### src/rtl/arb_pkg.sv
`default_nettype none
// ============================================================================
//  Module   : arb_pkg
//  Purpose  : Shared types, constants and helpers for the rr_arb_lock
//             output arbiter (state encoding, rank width helper).
//  Revision : 1.0  initial release
// ============================================================================
package arb_pkg;

    // Lock FSM: either free to arbitrate or held by a wormhole packet.
    typedef enum logic [0:0] {
        ARB_IDLE = 1'b0,
        ARB_LOCK = 1'b1
    } arb_state_e;

    // Default port count and the rank a port receives after it releases.
    localparam int ARB_NPORT    = 5;
    localparam int ARB_RANK_LOW = ARB_NPORT - 1;

    // Ceiling log2 with a floor of 1 so a field is never zero bits wide.
    function automatic int clog2(input int n);
        int r;
        r = 0;
        for (int v = n - 1; v > 0; v = v >> 1) begin
            r = r + 1;
        end
        return (r == 0) ? 1 : r;
    endfunction

endpackage
`default_nettype wire

### src/rtl/rr_arb_lock_if.sv
`default_nettype none
// ============================================================================
//  Module   : rr_arb_lock_if
//  Purpose  : Request/grant bundle between the input ports and the output
//             arbiter.
//  Ports    : u_req, m_req, multab_ct, tail  (requester -> arbiter)
//             grt, grt_id, grt_vld, locked   (arbiter -> requester)
//  Modports : master = requester side, slave = arbiter side
//  Revision : 1.0  initial release
// ============================================================================
interface rr_arb_lock_if #(
    parameter int NPORT = 5,
    parameter int PW    = 3
) ();

    logic [NPORT-1:0] u_req;
    logic [NPORT-1:0] m_req;
    logic [NPORT-1:0] multab_ct;
    logic [NPORT-1:0] tail;
    logic [NPORT-1:0] grt;
    logic [PW-1:0]    grt_id;
    logic             grt_vld;
    logic             locked;

    modport master (
        output u_req, m_req, multab_ct, tail,
        input  grt, grt_id, grt_vld, locked
    );

    modport slave (
        input  u_req, m_req, multab_ct, tail,
        output grt, grt_id, grt_vld, locked
    );

endinterface
`default_nettype wire

### src/rtl/rr_rank_pick.sv
`default_nettype none
// ============================================================================
//  Module   : rr_rank_pick
//  Purpose  : Combinational picker: among the requesting ports, return the
//             one with the lowest rank (rank 0 = highest priority).
//  Ports    : i_rank  - per-port rank, a permutation of 0..NPORT-1
//             i_req   - request vector
//             o_oh    - one-hot winner
//             o_id    - encoded winner
//             o_found - at least one request present
//  Revision : 1.0  initial release
// ============================================================================
module rr_rank_pick #(
    parameter int NPORT = 5,
    parameter int PW    = 3
) (
    input  wire logic [NPORT-1:0][PW-1:0] i_rank,
    input  wire logic [NPORT-1:0]         i_req,
    output logic      [NPORT-1:0]         o_oh,
    output logic      [PW-1:0]            o_id,
    output logic                          o_found
);

    logic [PW-1:0] w_best;

    always_comb begin
        o_oh    = '0;
        o_id    = '0;
        o_found = 1'b0;
        w_best  = '1;
        for (int i = 0; i < NPORT; i++) begin
            if (i_req[i] && (!o_found || (i_rank[i] < w_best))) begin
                o_found = 1'b1;
                w_best  = i_rank[i];
                o_id    = PW'(i);
            end
        end
        if (o_found) begin
            o_oh[o_id] = 1'b1;
        end
    end

endmodule
`default_nettype wire

### src/rtl/rr_arb_lock.sv
`default_nettype none
// ============================================================================
//  Module   : rr_arb_lock
//  Purpose  : NPORT-way output arbiter with least-recently-granted ranks,
//             multicast-over-unicast precedence, multicast/absorb contention
//             blocking and wormhole grant locking. Grants are registered.
//  Ports    : clk, rst_ (synchronous, active-high)
//             bus (rr_arb_lock_if.slave): u_req, m_req, multab_ct, tail in;
//             grt, grt_id, grt_vld, locked out
//  Options  : ARB_STARVE_EN - unicast starvation counter; after STARVE_LIM
//             cycles of starved unicast, the next arbitration uses u_req.
//  Revision : 1.0  initial release
// ============================================================================
module rr_arb_lock
    import arb_pkg::*;
#(
    parameter int NPORT      = ARB_NPORT,
    parameter int PW         = clog2(NPORT),
    parameter int STARVE_LIM = 8
) (
    input wire logic     clk,
    input wire logic     rst_,
    rr_arb_lock_if.slave bus
);

    localparam logic [PW-1:0] c_RANK_LOW = PW'(NPORT - 1);

    arb_state_e               r_state;
    logic [NPORT-1:0][PW-1:0] r_rank;
    logic [PW-1:0]            r_owner;
    logic [NPORT-1:0]         r_grt;
    logic [PW-1:0]            r_grt_id;
    logic                     r_locked;

    logic [NPORT-1:0][PW-1:0] w_rank_rel;
    logic [NPORT-1:0][PW-1:0] w_rank_arb;
    logic                     w_release;
    logic                     w_abort;
    logic                     w_arb_en;
    logic                     w_starve;
    logic                     w_use_m;
    logic [NPORT-1:0]         w_m_oh;
    logic [NPORT-1:0]         w_u_oh;
    logic [PW-1:0]            w_m_id;
    logic [PW-1:0]            w_u_id;
    logic                     w_m_found;
    logic                     w_u_found;
    logic [NPORT-1:0]         w_win_oh;
    logic [PW-1:0]            w_win_id;
    logic                     w_grant_new;

    // Tail beats abort: a tail flit accepted on the same edge the owner drops
    // its request still counts as a completed packet.
    assign w_release = (r_state == ARB_LOCK) && bus.tail[r_owner];
    assign w_abort   = (r_state == ARB_LOCK) && !bus.tail[r_owner]
                       && !(bus.u_req[r_owner] || bus.m_req[r_owner]);
    assign w_arb_en  = (r_state == ARB_IDLE) || w_release;

    // Ranks after the current owner releases: owner drops to the bottom and
    // everyone that was below it moves up one place.
    always_comb begin
        w_rank_rel = r_rank;
        for (int j = 0; j < NPORT; j++) begin
            if (PW'(j) == r_owner) begin
                w_rank_rel[j] = c_RANK_LOW;
            end else if (r_rank[j] > r_rank[r_owner]) begin
                w_rank_rel[j] = r_rank[j] - PW'(1);
            end
        end
    end

    // Re-arbitration on a release edge already sees the owner at the bottom,
    // giving back-to-back packets without a bubble.
    assign w_rank_arb = w_release ? w_rank_rel : r_rank;

    rr_rank_pick #(.NPORT(NPORT), .PW(PW)) u_pick_m (
        .i_rank  (w_rank_arb),
        .i_req   (bus.m_req),
        .o_oh    (w_m_oh),
        .o_id    (w_m_id),
        .o_found (w_m_found)
    );

    rr_rank_pick #(.NPORT(NPORT), .PW(PW)) u_pick_u (
        .i_rank  (w_rank_arb),
        .i_req   (bus.u_req),
        .o_oh    (w_u_oh),
        .o_id    (w_u_id),
        .o_found (w_u_found)
    );

`ifdef ARB_STARVE_EN
    localparam int CW = clog2(STARVE_LIM + 1);

    logic [CW-1:0] r_starve_cnt;
    logic          r_uc_act;
    logic          w_uc_grant;

    assign w_starve   = (r_starve_cnt == CW'(STARVE_LIM)) && (|bus.u_req);
    assign w_uc_grant = w_arb_en && w_grant_new && !w_use_m;

    always_ff @(posedge clk) begin
        if (rst_) begin
            r_starve_cnt <= '0;
            r_uc_act     <= 1'b0;
        end else begin
            if (w_arb_en || w_abort) begin
                r_uc_act <= w_uc_grant;
            end
            if (w_uc_grant) begin
                r_starve_cnt <= '0;
            end else if ((|bus.u_req) && (|bus.m_req) && !r_uc_act
                         && (r_starve_cnt != CW'(STARVE_LIM))) begin
                r_starve_cnt <= r_starve_cnt + CW'(1);
            end
        end
    end
`else
    // No starvation relief: multicast keeps strict precedence. The limit only
    // matters when the counter is built in, and is always positive.
    assign w_starve = (STARVE_LIM < 0);
`endif

    assign w_use_m  = (|bus.m_req) && !w_starve;
    assign w_win_oh = w_use_m ? w_m_oh : w_u_oh;
    assign w_win_id = w_use_m ? w_m_id : w_u_id;

    // A blocked multicast winner stalls the whole output for this cycle; it
    // neither falls through to the next multicast port nor to unicast.
    assign w_grant_new = (w_use_m ? w_m_found : w_u_found)
                         && !(w_use_m && (|(w_m_oh & bus.multab_ct)));

    always_ff @(posedge clk) begin
        if (rst_) begin
            r_state  <= ARB_IDLE;
            r_owner  <= '0;
            r_grt    <= '0;
            r_grt_id <= '0;
            r_locked <= 1'b0;
            for (int i = 0; i < NPORT; i++) begin
                r_rank[i] <= PW'(NPORT - 1 - i);
            end
        end else begin
            if (w_release) begin
                r_rank <= w_rank_rel;
            end
            if (w_arb_en && w_grant_new) begin
                r_state  <= ARB_LOCK;
                r_owner  <= w_win_id;
                r_grt    <= w_win_oh;
                r_grt_id <= w_win_id;
                r_locked <= 1'b1;
            end else if (w_arb_en || w_abort) begin
                r_state  <= ARB_IDLE;
                r_grt    <= '0;
                r_grt_id <= '0;
                r_locked <= 1'b0;
            end
        end
    end

    assign bus.grt     = r_grt;
    assign bus.grt_id  = r_grt_id;
    assign bus.grt_vld = |r_grt;
    assign bus.locked  = r_locked;

endmodule
`default_nettype wire

### src/flat_wrapper.sv
// flat-port wrapper written by rule: the top's interface ports become plain ports
module rr_arb_lock_flat import arb_pkg::*;
#(
    parameter int NPORT      = ARB_NPORT,
    parameter int PW         = clog2(NPORT),
    parameter int STARVE_LIM = 8
)
  (clk, rst_, bus_u_req, bus_m_req, bus_multab_ct, bus_tail, bus_grt, bus_grt_id, bus_grt_vld, bus_locked);
  rr_arb_lock_if #(.NPORT(NPORT), .PW(PW)) bus_i ();
  input wire logic clk;
  input wire logic rst_;
  input wire logic [$bits(bus_i.u_req)-1:0] bus_u_req;
  input wire logic [$bits(bus_i.m_req)-1:0] bus_m_req;
  input wire logic [$bits(bus_i.multab_ct)-1:0] bus_multab_ct;
  input wire logic [$bits(bus_i.tail)-1:0] bus_tail;
  output wire logic [$bits(bus_i.grt)-1:0] bus_grt;
  output wire logic [$bits(bus_i.grt_id)-1:0] bus_grt_id;
  output wire logic [$bits(bus_i.grt_vld)-1:0] bus_grt_vld;
  output wire logic [$bits(bus_i.locked)-1:0] bus_locked;
  assign bus_i.u_req = bus_u_req;
  assign bus_i.m_req = bus_m_req;
  assign bus_i.multab_ct = bus_multab_ct;
  assign bus_i.tail = bus_tail;
  assign bus_grt = bus_i.grt;
  assign bus_grt_id = bus_i.grt_id;
  assign bus_grt_vld = bus_i.grt_vld;
  assign bus_locked = bus_i.locked;
  rr_arb_lock #(.NPORT(NPORT), .PW(PW), .STARVE_LIM(STARVE_LIM)) u_core (.clk(clk), .rst_(rst_), .bus(bus_i));
endmodule
### config.mk
export PLATFORM = sky130hd
export DESIGN_NAME = rr_arb_lock_flat
export DESIGN_NICKNAME = d
export VERILOG_FILES = /design/src/rtl/arb_pkg.sv /design/src/rtl/rr_arb_lock_if.sv /design/src/rtl/rr_rank_pick.sv /design/src/rtl/rr_arb_lock.sv /design/src/flat_wrapper.sv
export SDC_FILE = /design/constraint.sdc
export NUM_CORES = 1
export LEC_CHECK = 0
export ABC_CLOCK_PERIOD_IN_PS = 18110
export CAP_MARGIN = 15
export CORE_ASPECT_RATIO = 0.6
export CORE_MARGIN = 4
export CORE_UTILIZATION = 63
export CTS_CLUSTER_SIZE = 10
export DETAILED_ROUTE_END_ITERATION = 8
export GPL_TIMING_DRIVEN = 1
export PLACE_DENSITY = 0.85
export SETUP_SLACK_MARGIN = 0.1
export SYNTH_ARGS = -nofsm -noshare
export SYNTH_HDL_FRONTEND = slang
export SYNTH_SLANG_ARGS = --single-unit
### constraint.sdc
create_clock -name clk -period 18.11 [get_ports clk]
set_clock_uncertainty 0.1 [all_clocks]
set_input_delay 3.622 -clock clk [delete_from_list [all_inputs] [get_ports clk]]
set_output_delay 3.622 -clock clk [all_outputs]
set_load 0.02 [all_outputs]
==> results.ini, run 1 <==
[pwr]
ir_worst_vdd_mv=0.106
static-leakage-power_nw=1.51
pwr_density_cell_nw_per_um2=167

[yosys]
synth_cells=418
async_flop_share_pct=0
avgSynthCellArea_um2=7.82
syn-num-nets=476
yosys.area_share.simple_pct=25.6
post_synth_xor_area_fraction_pct=0.268
synthFlopType=dfxtp_1
yosys.cell_types.count=87
synthMuxAreaShare_pct=5.21
synthAdderAreaFrac_pct=13.8
synth_warnings=0
synth_top_family_by_area=compound AO/OA/AOI/OAI gates
ys_seq_area_share_pct=16.5
synth.cell_area_um2=3270
synth_edf_count=0
ys_ff_latch=27
synth_compound_area_share_pct=33.0

[cts]
clk_path_buf_depth=2
cts.sinks=27
holdBufCountCts=0
cts_inserted_buffers=3
ctsRootBufferMaster=clkbuf_8
post-cts-setup-buffers=0
clkTransAtPathRegs_ns=0.11
clock_latency_ns=0.29
tritoncts=done
cts_max_level=1
cts_resized=0

[sta]
min_period_ns=12.55
rsz0062_at_grt=no
fin_tns_setup_ns=0
relSlewSlack_pct=43.9
worstMarginPinSlew_ns=0.834
finalSetupViolations=0
period_share_pct=69.3
slew_violations=0
finalHoldViolCount=0
max_freq_mhz=79.7

[die]
row_count=19
die_w_um=101
initial_core_util_pct=68.4
ios=32
die_height_um=63.8
core_area_um2=4780
die_area_um2=6440

[critical_path]
crit_type=input pin to flop
start_kind=input pin
end_kind=flop
slowest_stage=a211oi_2
worstPathMaxFanout=11
arrival_ns=12.64
critical-path-max-stage-delay_ns=0.50
cp.required_ns=18.20

[finish]
area_growth_pct=11.4
utilization_pct=76.1
fin_nets=500
drive_above_1_share_pct=10.2
fillers=362
antenna_cells=0
fin_cells=504

[placement]
gp_congestion=1.01
dpl.hpwl_mm=8.72
dp_cells=500
io_buffers=31

[flow_run]
cap_violations=0

[drt]
drt_iter0_drc=543
vias=3538
firstDrtPassIters=5
drc=0
ant_nets=0
via_per_inst=7.02
totalWireLength_mm=10.7
wire_per_inst_um=21.3

[min_path]
min_path_type=flop to flop

[global_routing]
grt_pass1_wl_mm=16.7
antenna_found_initial=0
grt_pass1_vias=3273
grt_max_degree=29
grt_overflow=0
grt_use_total_pct=32.7

[outcome]
outcome=complete, no violations

cell type report:
cell class / instances / area [um2] / share of cell area [%]
multi-input combinational: 350 / 2540 / 69.9
sequential: 27 / 541 / 14.9
timing repair buffer: 33 / 325 / 8.94
tap: 63 / 78.8 / 2.17
clock buffer: 3 / 41.3 / 1.13
clock inverter: 1 / 7.51 / 0.206
inverter: 27 / 101 / 2.79
cells by family (layout without fill, tap and decap cells):
kind of cell,after synthesis,in the layout
XOR/XNOR,1,1
AND/OR/NAND/NOR,161,161
multiplexers,13,13
buffers and inverters,41,64
adder cells (fa/ha/maj),36,36
flip-flops,27,27
AO/OA/AOI/OAI,139,139
placed cells by master, fill, tap and decap left out, types with 8 or more instances in the layout:
master           instances
o21a_1                   8
nor2_1                  35
mux2i_1                  8
o31ai_1                  8
nand2_1                 44
nor2b_1                 13
nor3_1                  11
a21oi_1                 21
o21ai_0                 25
inv_1                   26
clkdlybuf4s50_1         31
ha_1                    36
dfxtp_1                 27
flip-flops by register name, summed over array words and instances (netlist names):
name and count:
u_core.bus.grt_id 3, u_core.r_rank 15, u_core.r_state 1, u_core.r_owner 3, u_core.bus.grt 5
synthesized netlist by cell type (all sizes together) (8+ instances only):
master	n	share of area, %
nand2	45	5.2
ha	36	14
nor2	36	4.4
o21ai	31	4.7
dfxtp	27	17
inv	27	3.1
a21oi	23	4.0
nor2b	13	2.5
nor3	12	2.0
o21a	9	2.3
o31ai	9	2.2
a31oi	8	2.0
clkbuf	8	0.92
mux2i	8	2.5
where the power goes:
part	leakage [nW]	switching [mW]	internal, mW
Clock	0.0217	0.0233	0.0157
Combinational	1.27	0.280	0.190
Sequential	0.220	0.0228	0.0743
Total	1.51	0.326	0.280
metal layers:
layer  GRT usage [%]  share of wire (%)
met2            46.6                 40
met5               0                  0
met3            11.3                 16
met1            48.0                 43
met4            6.14               0.89
critical path, delay by kind of cell:
family	cells	cell delay (ns)
XOR/XNOR	1	0.24
buffers and inverters	3	0.62
adder cells (fa/ha/maj)	4	1.21
AO/OA/AOI/OAI	16	4.45
AND/OR/NAND/NOR	8	1.08
multiplexers	4	1.42
final timing paths:
path	startpoint	depth (start not counted)	slack [ns]	to
worst max-delay path	bus_tail[1]	36	5.56	u_core.r_owner[1]
worst min-delay path	u_core.bus.grt_id[2]	2	0.37	u_core.bus.grt_id[2]
worst max register to register	u_core.r_owner[2]	38	7.42	u_core.r_owner[1]
worst min register to register	u_core.bus.grt_id[2]	2	0.37	u_core.bus.grt_id[2]
through the flow:
| step | worst slack (ns) | cell area, um2 | hold slack, ns | total power, mW |
|---|---|---|---|---|
| 2_1_floorplan | 7.18 | 3270 | 0.424 | 0.440 |
| 3_3_place_gp | 5.93 | 3590 | 0.344 | 0.531 |
| 3_5_place_dp | 5.48 | 3590 | 0.359 | 0.549 |
| 4_1_cts | 5.75 | 3640 | 0.374 | 0.589 |
| 5_1_grt | 4.97 | 3640 | 0.405 | 0.648 |
| 6_report | 5.56 | 3640 | 0.368 | 0.606 |
Power figures use the tool's default switching activity.
==> inputs of run 2 (changes only) <==
Settings changed: ABC_CLOCK_PERIOD_IN_PS 18110 to 12950, CORE_UTILIZATION 63 to 59, PLACE_DENSITY 0.85 to 0.8.
Clock period 18.11 ns to 12.95 ns, I/O delays scaled along.
==> run 2 against run 1 <==
Against the previous run:
- first-iteration DRC count shrank 20%
- final cell count grew 0.40%
- die area grew 6.1%
- power grew 38%
- global-route usage shrank 1.5 points
- routed wire length shrank 2.6%
- final area shrank 0.10%
- via count shrank 1.1%
- non-clock buffer count shrank 1
- sequential cell count is the same
- combinational power grew 38%
- sequential share of layout area is essentially flat
- critical path type unchanged
- largest power group unchanged
- highest routed layer unchanged
==> results.ini, run 2 (synthesized netlist as in run 1, its figures left out) <==
[drt]
firstDrtPassIters=6  ; was 5
via_per_inst=6.92  ; was 7.02
totalWireLength_mm=10.5  ; was 10.7 mm
vias=3500  ; was 3,538
wire_per_inst_um=20.7  ; was 21.3 um
ant_nets=0  ; unchanged
drc=0  ; unchanged
drt_iter0_drc=432  ; was 543

[cts]
cts.sinks=27  ; unchanged
ctsRootBufferMaster=clkbuf_8  ; unchanged
post-cts-setup-buffers=0  ; unchanged
clk_path_buf_depth=2  ; unchanged
tritoncts=done  ; unchanged
clock_latency_ns=0.29  ; about the same
cts_max_level=1  ; unchanged
cts_inserted_buffers=3  ; unchanged
cts_resized=0  ; unchanged
holdBufCountCts=0  ; unchanged
clkTransAtPathRegs_ns=0.11  ; about the same

[sta]
worst_slack_ns=1.50  ; was 5.56 ns
max_freq_mhz=87.4
relSlewSlack_pct=48.4  ; was 43.9%
finalSetupViolations=0  ; unchanged
finalHoldViolCount=0  ; unchanged
worstMarginPinSlew_ns=0.765  ; was 0.834 ns
rsz0062_at_grt=no  ; unchanged
period_share_pct=88.4
min_period_ns=11.45
slew_violations=0  ; unchanged
fin_tns_setup_ns=0  ; unchanged

[die]
die_height_um=65.6  ; was 63.8 um
die_w_um=104  ; was 101 um
core_area_um2=5200  ; was 4780 um2
initial_core_util_pct=62.8  ; was 68.4%
die_area_um2=6830  ; was 6440 um2
row_count=20  ; was 19
ios=32  ; unchanged

[global_routing]
grt_pass1_vias=3231  ; was 3,273
grt_max_degree=29  ; unchanged
grt_use_met2_pct=43.4  ; was 46.6%
grt_overflow=0  ; unchanged
grt_use_met3_pct=11.2  ; was 11.3%
use_met1_pct=46.0  ; was 48.0%
antenna_found_initial=0  ; unchanged
grt_use_total_pct=31.3  ; was 32.7%
grt_pass1_wl_mm=17.0  ; was 16.7 mm
grt-busiest-layer=met1  ; unchanged

[placement]
dpl.hpwl_mm=8.50  ; was 8.72 mm
dp_cells=502  ; was 500
postPlaceCellArea_um2=3590  ; about the same
gp_congestion=0.980  ; was 1.01
io_buffers=31  ; unchanged
dp_slack_ns=1.37  ; was 5.48 ns

[critical_path]
crit_type=input pin to flop  ; unchanged
arrival_ns=11.54  ; was 12.64 ns
cp_common_cell=ha_1
slowest_stage=a2111o_1  ; was a211oi_2
cp.required_ns=13.04  ; was 18.20 ns
start_kind=input pin  ; unchanged
worstPathMaxFanout=11  ; unchanged
critical-path-max-stage-delay_ns=0.48  ; was 0.50 ns
end_kind=flop  ; unchanged

[pwr]
finalPower_uw=836  ; was 606 uW
pwr_density_cell_nw_per_um2=230  ; was 167 nW/um2
intPower_uw=390  ; was 280 uW
switching_share_pct=53.4  ; was 53.7%
combPwrFrac_pct=77.4  ; was 77.5%
ir_worst_vdd_mv=0.123  ; was 0.106 mV
static-leakage-power_nw=1.51  ; about the same
p_seq_share_pct=16.1  ; was 16.0%
clkPwrFrac_pct=6.5  ; was 6.4%
switching_power_uw=446  ; was 326 uW

[finish]
stdcell_area_um2=3630  ; was 3640 um2
layout_commonest_cell=nand2_1  ; unchanged
fin_nets=499  ; was 500
fin_cells=506  ; was 504
layout_common_cells=nand2_1, ha_1, nor2_1  ; unchanged
largest_register_ffs=15  ; unchanged
fillers=436  ; was 362
area_growth_pct=11.3  ; was 11.4%
largest_register=u_core.r_rank  ; unchanged
antenna_cells=0  ; unchanged
drive_above_1_share_pct=10.0  ; was 10.2%

[min_path]
min_path_type=flop to flop  ; unchanged

[outcome]
outcome=complete, no violations  ; unchanged

[flow_run]
cap_violations=0  ; unchanged

==> run 2: cell count changes in the layout (fill, tap and decap cells not counted) <==
cell,previous run,this run
buf_4,2,1
==> run 2: worst max-delay path: cells and delay by family <==
kind | cells | cell delay, ns
adder cells (fa/ha/maj) | 4 | 1.09
XOR/XNOR | 1 | 0.24
AND/OR/NAND/NOR | 8 | 1.21
multiplexers | 4 | 1.40
buffers and inverters | 3 | 0.58
AO/OA/AOI/OAI | 15 | 4.39
==> run 2: path summary, 6_finish.rpt <==
kind	start	endpoint	slack [ns]	depth (start not counted)
worst min register to register	u_core.bus.grt_id[2]	u_core.bus.grt_id[2]	0.36	2
worst max register to register	u_core.r_owner[0]	u_core.r_owner[1]	2.42	37
worst max-delay path	bus_tail[2]	u_core.r_owner[1]	1.50	35
worst min-delay path	u_core.bus.grt_id[2]	u_core.bus.grt_id[2]	0.36	2
==> run 2: metrics by stage <==
stage | utilization [%] | hold WS [ns]
after floorplan | - | 0.424
after global placement | 68.9 | 0.341
after detailed placement | 68.9 | 0.351
after CTS | 69.8 | 0.367
after global routing | 69.8 | 0.391
final | 69.8 | 0.363
==> run 2: area by class of cell <==
class                      instances  area (um2)  share of cell area, %
multi-input combinational        350        2540                   70.0
sequential                        27         541                   14.9
timing repair buffer              32         318                   8.74
inverter                          27         101                   2.79
tap                               66        82.6                   2.27
clock buffer                       3        41.3                   1.14
clock inverter                     1        7.51                  0.207
==> run 2: power by group through the flow <==
stage / logic (mW) / clock network (mW) / registers (mW)
finish: 0.648 / 0.0542 / 0.134
global route: 0.704 / 0.0582 / 0.138
CTS: 0.628 / 0.0540 / 0.134
detailed placement: 0.624 / 0 / 0.136
global placement: 0.609 / 0 / 0.134
floorplan: 0.485 / 0 / 0.131
==> run 2: routing by layer <==
layer / part of all wire (%) / vias to the layer above
li1: - / 1615
met2: 38 / 242
met3: 16 / 22
met5: 0 / -
met1: 45 / 1621
met4: 1.5 / 0
